$ cat src/rtl/sd_fifo_sx.sv
// Single-clock srdy/drdy flop FIFO of arbitrary depth with occupancy count,
// almost-full/empty flags, synchronous flush and optional registered output.
module sd_fifo_sx #(
    parameter int unsigned width    = 8,
    parameter int unsigned depth    = 16,
    parameter int unsigned af_level = depth - 2,
    parameter int unsigned ae_level = 1,
    parameter bit          outreg   = 1'b0
) (
    input  logic                         clk,
    input  logic                         reset,
    input  logic                         clear,
    input  logic                         c_srdy,
    output logic                         c_drdy,
    input  logic [width-1:0]             c_data,
    output logic                         p_srdy,
    input  logic                         p_drdy,
    output logic [width-1:0]             p_data,
    output logic [$clog2(depth+1)-1:0]   usage,
    output logic                         almost_full,
    output logic                         almost_empty
);

    localparam int unsigned UW = $clog2(depth + 1);
    localparam int unsigned PW = $clog2(depth);
    localparam logic [UW-1:0] DEPTH_U  = UW'(depth);
    localparam logic [UW-1:0] AF_U     = UW'(af_level);
    localparam logic [UW-1:0] AE_U     = UW'(ae_level);
    localparam logic [PW-1:0] PTR_LAST = PW'(depth - 1);

    logic [width-1:0] r_mem [depth];
    logic [PW-1:0]    r_wrptr;
    logic [PW-1:0]    r_rdptr;
    logic [UW-1:0]    r_usage;
    logic             r_pvalid;
    logic             r_af;
    logic             r_ae;

    logic             w_wr;
    logic             w_rd;
    logic             w_rd_adv;
    logic             w_pvalid_nxt;
    logic [UW-1:0]    w_usage_nxt;
    logic [PW-1:0]    w_wrptr_nxt;
    logic [PW-1:0]    w_rdptr_nxt;

    // Handshake qualifiers depend only on registered state, clear and reset.
    assign c_drdy = reset & ~clear & (r_usage < DEPTH_U);
    assign p_srdy = r_pvalid & ~clear;
    assign w_wr   = c_srdy & c_drdy;
    assign w_rd   = p_srdy & p_drdy;

    assign usage        = r_usage;
    assign almost_full  = r_af;
    assign almost_empty = r_ae;

    assign w_wrptr_nxt = (r_wrptr == PTR_LAST) ? '0 : r_wrptr + PW'(1);
    assign w_rdptr_nxt = (r_rdptr == PTR_LAST) ? '0 : r_rdptr + PW'(1);

    // Occupancy counts every held word, including one sitting in the prefetch register.
    always_comb begin
        w_usage_nxt = r_usage;
        if (clear) begin
            w_usage_nxt = '0;
        end else if (w_wr && !w_rd) begin
            w_usage_nxt = r_usage + UW'(1);
        end else if (!w_wr && w_rd) begin
            w_usage_nxt = r_usage - UW'(1);
        end
    end

    always_ff @(posedge clk) begin
        if (w_wr) begin
            r_mem[r_wrptr] <= c_data;
        end
    end

    always_ff @(posedge clk or negedge reset) begin
        if (!reset) begin
            r_wrptr  <= '0;
            r_rdptr  <= '0;
            r_usage  <= '0;
            r_pvalid <= 1'b0;
            r_af     <= 1'b0;
            r_ae     <= 1'b1;
        end else begin
            r_usage <= w_usage_nxt;
            r_af    <= (w_usage_nxt >= AF_U);
            r_ae    <= (w_usage_nxt <= AE_U);
            if (clear) begin
                r_wrptr  <= '0;
                r_rdptr  <= '0;
                r_pvalid <= 1'b0;
            end else begin
                if (w_wr) begin
                    r_wrptr <= w_wrptr_nxt;
                end
                if (w_rd_adv) begin
                    r_rdptr <= w_rdptr_nxt;
                end
                r_pvalid <= w_pvalid_nxt;
            end
        end
    end

    generate
        if (outreg) begin : g_outreg
            logic             w_stor_nz;
            logic             w_load;
            logic [width-1:0] r_pdata;

            // Prefetch refills whenever it is empty or draining and storage has a word.
            assign w_stor_nz    = (r_usage - UW'(r_pvalid)) != '0;
            assign w_load       = (~r_pvalid | w_rd) & w_stor_nz & ~clear;
            assign w_rd_adv     = w_load;
            assign w_pvalid_nxt = w_load | (r_pvalid & ~w_rd);
            assign p_data       = r_pdata;

            always_ff @(posedge clk or negedge reset) begin
                if (!reset) begin
                    r_pdata <= '0;
                end else if (w_load) begin
                    r_pdata <= r_mem[r_rdptr];
                end
            end
        end else begin : g_comb
            assign w_rd_adv     = w_rd;
            assign w_pvalid_nxt = (w_usage_nxt != '0);
            assign p_data       = r_mem[r_rdptr];
        end
    endgenerate

endmodule

$ cat config.mk
export PLATFORM = sky130hd
export DESIGN_NAME = sd_fifo_sx
export DESIGN_NICKNAME = d
export VERILOG_FILES = /design/src/rtl/sd_fifo_sx.sv
export SDC_FILE = /design/constraint.sdc
export NUM_CORES = 1
export LEC_CHECK = 0
export CAP_MARGIN = 15
export CORE_ASPECT_RATIO = 0.8
export CORE_UTILIZATION = 64
export CTS_CLUSTER_DIAMETER = 200
export CTS_CLUSTER_SIZE = 40
export DETAILED_ROUTE_END_ITERATION = 8
export HOLD_SLACK_MARGIN = 0.06
export PLACE_DENSITY = 0.86
export SLEW_MARGIN = 20
export SYNTH_ARGS = -nofsm -noshare
export SYNTH_HDL_FRONTEND = slang
export SYNTH_SLANG_ARGS = --single-unit
$ cat constraint.sdc
create_clock -name clk -period 4.6 [get_ports clk]
set_clock_uncertainty 0.15 [all_clocks]
set_input_delay 0.69 -clock clk [delete_from_list [all_inputs] [get_ports clk]]
set_output_delay 0.69 -clock clk [all_outputs]
set_load 0.005 [all_outputs]
Word-level counts from Yosys, hierarchy flattened. Memory sizes are Yosys's and may differ from the RTL's. Cells that the tools add are included.

Memories kept: 1. Word-level logic and storage cells: 41. Bits in registers: 16. RAM bits: 128. Output and inout bits: 17.

Bitwise operators: 6. Add/subtract/negate cells: 4. Reductions and logical operators: 7. Mux-type cells: 12. Eq/ne operators: 2. $lt $le $gt $ge: 3.

Memory list: r_mem (depth 16, bits a word 8, rd ports 1, clocked after memory_dff 0, write ports 1, line 31) `logic [width-1:0] r_mem [depth];`.

Operators with widths (count): $mux W4 (6); $mux W5 (3); $add A4 B1 Y4 const B (2); $eq A4 B4 Y1 const B (2); $add A5 B1 Y5 const B (1); $and A1 B1 Y1 (5); $ge A5 B4 Y1 const B (1); $le A5 B1 Y1 const B (1); $lt A5 B5 Y1 const B (1); $reduce_bool A5 Y1 (1); $sub A5 B1 Y5 const B (1); $reduce_bool A2 Y1 (2); $mux W1 (3); $logic_and A1 B1 Y1 (2); $logic_not A1 Y1 (2); $not A1 Y1 (1).

Depth between registers and ports, before layout. Gate-level depths: netlist of run 1.

Word-level depth: 11. Gate-level depth with buffers: 8. Gate-level depth less buffers: 6.

Least setup slack after synthesis of run 1. No wires, ideal clock.

Path kind: reg2out. Start: register r_rdptr[0]. End: output p_data[0]. Setup slack: 1.888 ns. Required time: 3.760 ns. Arrival: 1.872 ns. Stages on the path, launching flop included: 5. Cell sequence: dfrtp_1 > buf_2 > buf_2 > mux4_2 > mux4_2.

Word-level cells in the longest chain between the ends: 1.

Ends and longest elaborated chain: start, declared (line 33) `logic [PW-1:0] r_rdptr;`; start signal, assigned (line 99) `r_rdptr <= w_rdptr_nxt;`; $mem_v2 Z16 W8; end, declared (line 18) `output logic [width-1:0] p_data,`.

No other way between the ends.

Worst setup path in the final report of run 1.
Start: register r_rdptr[0]. End: output p_data[4].

Same word-level chain as after synthesis.

==> results of run 1 <==
==> power by group <==
group / leakage [nW] / internal, mW / switching [mW]
registers: 1.36 / 1.46 / 0.0528
logic: 0.619 / 0.259 / 0.204
clock network: 0.323 / 1.03 / 0.510
total: 2.31 / 2.75 / 0.767
==> worst max-delay path: cells and delay by family (launching register included) <==
family                 cells  cell delay (ns)
muxes                      2             1.07
buffers and inverters      2             0.75
DFF                        1             0.73
==> metrics by stage <==
step           hold slack [ns]  instance area (µm²)  setup slack, ns  util, %
6_report                0.4610                 6969           0.7766    77.11
3_3_place_gp            0.4386                 6307            1.262    69.79
4_1_cts                 0.4661                 6969           0.7451    77.11
3_5_place_dp            0.4639                 6307            1.238    69.79
2_1_floorplan           0.2444                 5934            1.888        -
5_1_grt                 0.4969                 6969           0.6247    77.11
==> synthesized netlist by cell type, types with 2 or more instances <==
library cell | number | area share (%)
xnor2_2 | 2 | 0.55
xnor2_1 | 2 | 0.30
and2_1 | 13 | 1.4
edfxtp_1 | 128 | 65
buf_2 | 5 | 0.42
inv_1 | 6 | 0.38
buf_6 | 2 | 0.38
ha_1 | 7 | 1.5
clkbuf_1 | 7 | 0.44
a21oi_1 | 8 | 0.67
and3b_1 | 2 | 0.30
a21o_1 | 2 | 0.25
and3_1 | 7 | 0.74
nand2_1 | 10 | 0.63
mux4_2 | 40 | 15
nor2_1 | 7 | 0.44
dfrtp_1 | 15 | 6.3
nand3_1 | 6 | 0.51
nor3_1 | 7 | 0.59
o21ai_0 | 4 | 0.34
==> worst max path at each step <==
stage                from  slack, ns        end  cells after the start
4_1_cts        r_rdptr[0]       0.75  p_data[4]                      4
2_1_floorplan  r_rdptr[0]       1.89  p_data[0]                      4
6_report       r_rdptr[0]       0.78  p_data[4]                      4
3_3_place_gp   r_rdptr[0]       1.26  p_data[6]                      4
3_5_place_dp   r_rdptr[0]       1.24  p_data[3]                      4
5_1_grt        r_rdptr[0]       0.62  p_data[4]                      4
==> placed cells by master (no fill, tap or decap), types with 2 or more instances in the layout <==
cell,netlist,final
clkinv_2,0,2
nor3_1,7,7
clkbuf_1,7,3
buf_4,1,3
xnor2_2,2,2
inv_1,6,6
ha_1,7,7
bufinv_16,0,6
clkdlybuf4s50_1,0,29
nor2_1,7,7
nand3_1,6,6
a21o_1,2,2
and2_1,13,13
and3_1,7,7
nand2_1,10,10
clkinv_4,0,2
a21oi_1,8,8
and3b_1,2,2
o21ai_0,4,4
mux4_2,40,40
dfrtp_1,15,14
xnor2_1,2,2
edfxtp_1,128,128
clkbuf_16,0,17
==> cell families (layout without fill, tap and decap cells) <==
logic type	Yosys count	in the layout	synth area share, %
simple gates	63	63	5.988
flops	144	144	71.54
xor+xnor	5	5	0.9910
buf+inv	23	71	2.150
fa+ha+maj	8	8	1.666
mux	40	40	15.18
compound gates	22	22	2.488
==> area by class of cell <==
type / count / share of cell area (%)
sequential: 144 / 60.93
clock inverter: 11 / 3.034
clock buffer: 21 / 6.463
tap: 115 / 2.065
timing repair buffer: 33 / 4.776
multi-input combinational: 138 / 22.41
inverter: 6 / 0.3232
==> routing by layer <==
| metal | part of all wire (%) | vias to the layer above | wire [µm] |
|---|---|---|---|
| met3 | 8.2 | 23 | 1100 |
| li1 | - | 1308 | - |
| met1 | 40 | 1643 | 5352 |
| met2 | 50 | 175 | 6667 |
| met4 | 1.9 | 0 | 260 |
| met5 | 0 | - | 0 |
==> state kept, by name, indices dropped and copies added, names as in the netlist <==
name and count:
r_pvalid 1, r_mem 128, r_wrptr 4, r_rdptr 4
usage 5, almost_full 1, almost_empty 1
==> results by group, run 1 <==
Outcome
  – Outcome: finished clean

Synth
  – Net count of the mapped netlist: 325
  – Synth warn: 0
  – Cell count after synthesis: 305
  – Post-synthesis sequential area ratio: 71.54%
  – Ys async rst share: 11.11%
  – Number of synthesized flops with an enable pin: 128
  – Main flop type after synthesis: edfxtp_1
  – Post-Syn Area per Cell: 19.46 µm²
  – Post-Syn Area: 5934 µm²
  – Unique cell type count in the Yosys netlist: 45
  – Post-synthesis sequential element count: 144

Worst setup path
  – Crit Path Category: reg2out
  – Crit Reg-Reg Startpoint: r_pvalid
  – Max incr delay on CP: 0.73 ns
  – CP cell instances: buf_12, mux4_2, mux4_2, clkdlybuf4s50_1
  – Critical path fanouts, max: 20
  – R2R setup slack: 2.12 ns
  – CP Capture Type: output port
  – Critical path required time: 3.76 ns
  – Reg2reg path depth: 5
  – R2R Path End: r_pvalid
  – Worst EP arrival: 2.98 ns
  – Most numerous cell on the critical path: mux4_2
  – CP max stage cell: dfrtp_2
  – CP Launch Type: register

Floorplan
  – Initial Util: 65.67%
  – Die X: 109.7 µm
  – Die area: 9664 µm²
  – Core Box Area: 9037 µm²
  – Top Ports: 30
  – Cell Rows: 31
  – Die Y: 88.13 µm

Routing
  – DRT antenna net count: 0
  – Total number of vias: 3149
  – Initial DRT Pass Iterations: 5
  – Drt initial violations: 298
  – Drc violations: 0
  – Total Wirelength: 13380 µm
  – Vias per cell: 6.729
  – WL/cell: 28.59 µm

Layout
  – Layout Nets: 360
  – Layout cells sized above 1: 22.38%
  – Area growth syn-to-layout: 17.44%
  – Cell Count, Final, Fillers Out: 468
  – Fillers: 461
  – Seq. cell area: 4247 µm²
  – Diodes inserted: 0
  – Multi-input gate area: 1562 µm²

Hold path
  – WHS Endpoint: r_wrptr[1]
  – Hold path cells: 2
  – Hold Path Class: reg2reg
  – HP Start: r_wrptr[1]

Clocking
  – CTS tree: yes
  – Clk root buf: clkbuf_16
  – Worst skew pair latency: 0.41 ns
  – CTS max path bufs: 2
  – H-Tree Depth: 4
  – Cts bufs inserted: 17
  – CTS resizes: 0
  – Post-CTS setup buffers: 0
  – Hold buffer count at cts: 0
  – CTS Sinks: 144
  – Reg clk slew, reported paths: 0.06 ns

GRT
  – Total track usage: 30.83%
  – Met3 Use GR: 9.003%
  – Global-route wire length before repair: 19330 µm
  – Grt met2 use: 47.23%
  – Largest net degree at the start of global routing: 37
  – M1 GR Usage: 42.52%
  – Busiest grt layer: met2
  – Initial antenna violation count: 0
  – Vias in the first global route: 3112
  – Remaining global-route overflow: 0

STA
  – Fin crit share: 83.12%
  – Setup TNS: 0 ns
  – Hold Fails Final Rpt: 0
  – Slew @ Worst Pin: 0.7841 ns
  – F_max: 261.6 MHz
  – Final slew viol count: 0
  – Min Tclk post-route: 3.823 ns
  – Rel. slew slack: 46.90%
  – # setup viols final: 0
  – RSZ-0062 raised after global routing: no

Power and ir drop
  – PD cells: 504.4 nW/µm²
  – Total power: 3.515 mW
  – Pleak: 2.306 nW
  – Worst VDD drop: 329.7 µV

Place
  – Post-DP HPWL: 7569 µm
  – Buffers added on ports: 29
  – RePlAce Congestion: 0.7580
  – Placed insts: 436

Run
  – Max-cap violations: 0
Power figures use the tool's default switching activity.
==> inputs of run 2 (changes only) <==
CORE_UTILIZATION = 59   (was 64)
PLACE_DENSITY = 0.8   (was 0.86)
clock period = 3.6 ns   (was 4.6 ns; I/O delays follow)
==> results by group, run 2 (synthesis gave the netlist of run 1 again) <==
Outcome
  – Outcome: finished clean

STA
  – F_max: 298.6 MHz
  – Fin crit share: 93.02%
  – Slew @ Worst Pin: 0.7157 ns
  – Final slew viol count: 0
  – # setup viols final: 0
  – Hold Fails Final Rpt: 0
  – Hold_ws: 0.3230 ns
  – Setup TNS: 0 ns
  – Min Tclk post-route: 3.349 ns
  – Rel. slew slack: 52.29%
  – RSZ-0062 raised after global routing: no

GRT
  – Largest net degree at the start of global routing: 38
  – Initial antenna violation count: 0
  – Global-route wire length before repair: 18170 µm
  – Total track usage: 25.65%
  – Vias in the first global route: 2997
  – Remaining global-route overflow: 0

Routing
  – Drt initial violations: 261
  – Total number of vias: 3058
  – Vias per cell: 6.241
  – Total Wirelength: 12060 µm
  – Initial DRT Pass Iterations: 5
  – DRT antenna net count: 0
  – WL/cell: 24.61 µm
  – Drc violations: 0

Worst setup path
  – Crit Path Category: reg2out
  – Critical path fanouts, max: 37
  – Max incr delay on CP: 0.60 ns
  – Most numerous cell on the critical path: mux4_2
  – Critical path required time: 2.91 ns
  – CP max stage cell: mux4_2
  – CP Capture Type: output port
  – Worst EP arrival: 2.66 ns
  – CP Launch Type: register
  – CP cell instances: buf_12, mux4_2, mux4_2, clkdlybuf4s50_1

Clocking
  – CTS resizes: 0
  – Clk root buf: clkbuf_16
  – CTS Sinks: 144
  – Cts bufs inserted: 17
  – Hold buffer count at cts: 0
  – Post-CTS setup buffers: 0
  – Worst skew pair latency: 0.42 ns
  – Reg clk slew, reported paths: 0.06 ns
  – H-Tree Depth: 4
  – CTS max path bufs: 2
  – CTS tree: yes

Floorplan
  – Die Y: 91.71 µm
  – Core Box Area: 9689 µm²
  – Cell Rows: 32
  – Die area: 10470 µm²
  – Top Ports: 30
  – Die X: 114.1 µm
  – Initial Util: 61.25%

Layout
  – Fin util: 71.35%
  – Diodes inserted: 0
  – Area growth syn-to-layout: 16.49%
  – Most frequent cells in the layout: edfxtp_1 (128), mux4_2 (40), clkdlybuf4s50_1 (29)
  – Commonest non-fill, non-tap cell in the layout: edfxtp_1
  – Top reg by flops: r_mem
  – Layout Nets: 361
  – Fillers: 594
  – Layout cells sized above 1: 23.45%
  – Largest register FFs: 128

Power and ir drop
  – PD cells: 608.3 nW/µm²
  – Pleak: 2.253 nW
  – Worst VDD drop: 415.0 µV

Place
  – RePlAce Congestion: 0.8016
  – Buffers added on ports: 29
  – Post-DP HPWL: 7299 µm

Run
  – Max-cap violations: 0

Hold path
  – Hold Path Class: in2async
-- run 2: critical path, delay by kind of cell (launching register included) --
| family | cells | cell delay (ns) |
|---|---|---|
| flops | 1 | 0.37 |
| mux | 2 | 1.10 |
| buf+inv | 2 | 0.76 |
-- run 2: worst paths after layout --
path | from | endpoint | slack [ns] | cells past startpoint
worst min-delay path | reset | usage[4] | 0.32 | 1
worst max register to register | r_pvalid | r_pvalid | 1.27 | 6
min in group clk | r_wrptr[1] | r_wrptr[1] | 0.48 | 2
worst max-delay path | r_rdptr[0] | p_data[5] | 0.25 | 4
worst min register to register | r_wrptr[1] | r_wrptr[1] | 0.48 | 2
max in group asynchronous | reset | r_rdptr[0] | 2.45 | 2
-- run 2: cell type report --
class	instances	area (µm²)	share of cell area, %
sequential	144	4247	61.43
multi-input combinational	138	1562	22.59
clock buffer	17	425.4	6.154
clock inverter	15	146.4	2.118
tap	136	170.2	2.462
inverter	6	22.52	0.3258
timing repair buffer	34	340.3	4.923
-- run 2: report_power, final --
part	switching (mW)	internal, mW	total, mW
Combinational	0.285	0.334	0.619
Sequential	0.0395	1.87	1.90
Clock	0.670	1.01	1.68
Total	0.995	3.21	4.21
-- run 2: per-stage QoR --
stage / total power, mW / instance area [µm²] / setup WS, ns / instances
3_5_place_dp: 2.555 / 6341 / 0.3396 / 458
5_1_grt: 4.339 / 6913 / 0.1820 / 490
4_1_cts: 4.223 / 6913 / 0.2244 / 490
3_3_place_gp: 2.544 / 6341 / 0.5511 / 458
6_report: 4.205 / 6913 / 0.2514 / 490
2_1_floorplan: 2.326 / 5934 / 1.038 / 305
-- run 2: layer usage --
| metal | routed length [µm] | global-route usage [%] | vias to the layer above |
|---|---|---|---|
| met5 | 0 | 0 | - |
| met4 | 251 | 10.28 | 0 |
| met3 | 1041 | 7.535 | 18 |
| met2 | 5596 | 35.91 | 148 |
| met1 | 5168 | 38.38 | 1580 |
| li1 | - | - | 1312 |
==> inputs of run 3 (changes only) <==
CORE_MARGIN = 1.5   (was not set)
==> results by group, run 3 (synthesis gave the netlist of run 1 again) <==
Worst setup path
  – Worst EP arrival: 2.64 ns
  – Reg2reg path depth: 5
  – Max incr delay on CP: 0.60 ns
  – CP Launch Type: register
  – Worst Setup EP: p_data[3]
  – Crit Path Category: reg2out
  – Most numerous cell on the critical path: mux4_2
  – CP cell instances: buf_12, mux4_2, mux4_2, clkdlybuf4s50_1
  – CP max stage cell: mux4_2
  – Critical path required time: 2.91 ns
  – R2R setup slack: 1.32 ns
  – R2R Path End: r_pvalid
  – CP Capture Type: output port
  – Crit Reg-Reg Startpoint: r_pvalid
  – Critical path fanouts, max: 37
  – Crit path from: r_rdptr[0]

Floorplan
  – Die area: 10670 µm²
  – Core Box Area: 9729 µm²
  – Die Y: 92.71 µm
  – Die X: 115.1 µm
  – Top Ports: 30
  – Initial Util: 61.00%
  – Cell Rows: 32

Clocking
  – H-Tree Depth: 4
  – Reg clk slew, reported paths: 0.06 ns
  – Clk root buf: clkbuf_16
  – Cts bufs inserted: 17
  – CTS max path bufs: 2
  – CTS tree: yes
  – CTS Sinks: 144
  – CTS resizes: 0
  – Post-CTS setup buffers: 0
  – Hold buffer count at cts: 0
  – Worst skew pair latency: 0.42 ns

GRT
  – Largest net degree at the start of global routing: 38
  – Total track usage: 23.99%
  – Vias in the first global route: 3058
  – Remaining global-route overflow: 0
  – Initial antenna violation count: 0
  – Global-route wire length before repair: 17750 µm

Layout
  – Seq. cell area: 4247 µm²
  – Commonest non-fill, non-tap cell in the layout: edfxtp_1
  – Most frequent cells in the layout: edfxtp_1 (128), mux4_2 (40), clkdlybuf4s50_1 (29)
  – Multi-input gate area: 1562 µm²
  – Layout Nets: 360
  – Layout cells sized above 1: 23.23%
  – Fillers: 606
  – Diodes inserted: 0
  – Final Cell Area: 6907 µm²
  – Largest register FFs: 128
  – Area growth syn-to-layout: 16.38%
  – Top reg by flops: r_mem

Routing
  – Drt initial violations: 407
  – Drc violations: 0
  – Total Wirelength: 11400 µm
  – Total number of vias: 3024
  – Vias per cell: 6.184
  – DRT antenna net count: 0
  – Initial DRT Pass Iterations: 4
  – WL/cell: 23.32 µm

STA
  – F_max: 299.9 MHz
  – Min Tclk post-route: 3.335 ns
  – Rel. slew slack: 57.99%
  – Post-route setup slack: 0.2653 ns
  – # setup viols final: 0
  – Setup TNS: 0 ns
  – Fin crit share: 92.63%
  – RSZ-0062 raised after global routing: no
  – Hold Fails Final Rpt: 0
  – Slew @ Worst Pin: 0.6282 ns
  – Final slew viol count: 0

Place
  – Pre-CTS setup slack: 0.4874 ns
  – Post-DP HPWL: 7129 µm
  – Buffers added on ports: 29
  – Dpl cell area: 6334 µm²
  – RePlAce Congestion: 0.8642

Power and ir drop
  – Pleak: 2.251 nW
  – PD cells: 609.2 nW/µm²
  – Worst VDD drop: 401.4 µV

Hold path
  – Hold Path Class: in2async

Outcome
  – Outcome: finished clean

Run
  – Max-cap violations: 0
[run 3: cell types whose count changed in the layout (fill, tap and decap cells not counted), sizes merged]
cell / change
buf: -1
clkbuf: +1
clkinvlp: -1
[run 3: layout make-up]
type	count	area share, %
Clock buffer	18	6.214
Clock inverter	14	2.083
Inverter	6	0.3261
Multi-Input combinational cell	138	22.61
Sequential cell	144	61.49
Tap cell	136	2.464
Timing Repair Buffer	33	4.819
[run 3: worst max-delay path, delay by kind of cell, from the launching register on]
kind / cells / cell delay, ns
buffers and inverters: 2 / 0.74
DFF: 1 / 0.37
muxes: 2 / 1.11
[run 3: through the flow]
| step | util (%) | instances | power [mW] | hold WS [ns] |
|---|---|---|---|---|
| final | 70.99 | 489 | 4.208 | 0.3066 |
| after global routing | 70.99 | 489 | 4.348 | 0.3298 |
| after CTS | 70.99 | 489 | 4.228 | 0.3037 |
| after detailed placement | 65.10 | 457 | 2.552 | 0.4676 |
| after global placement | 65.10 | 457 | 2.534 | 0.4702 |
| after floorplan | - | 305 | 2.326 | 0.09441 |
[run 3: how the worst min path moves through the flow]
stage,end,slack (ns),cells past startpoint
2_1_floorplan,almost_full,0.09,0
3_3_place_gp,r_wrptr[1],0.47,2
3_5_place_dp,r_wrptr[1],0.47,2
4_1_cts,r_pvalid,0.30,1
5_1_grt,r_pvalid,0.33,1
6_report,r_pvalid,0.31,1
[run 3: layer usage]
layer | track usage, % | share of wire [%] | up-vias
met5 | 0 | 0 | -
li1 | - | - | 1307
met3 | 8.377 | 7.6 | 9
met1 | 34.77 | 44 | 1602
met4 | 7.099 | 0.92 | 0
met2 | 35.02 | 48 | 106
[run 3: where the power goes]
group,total (mW),switching [mW],internal [mW]
sequential,1.91,0.0415,1.87
clock,1.68,0.668,1.01
combinational,0.618,0.286,0.332
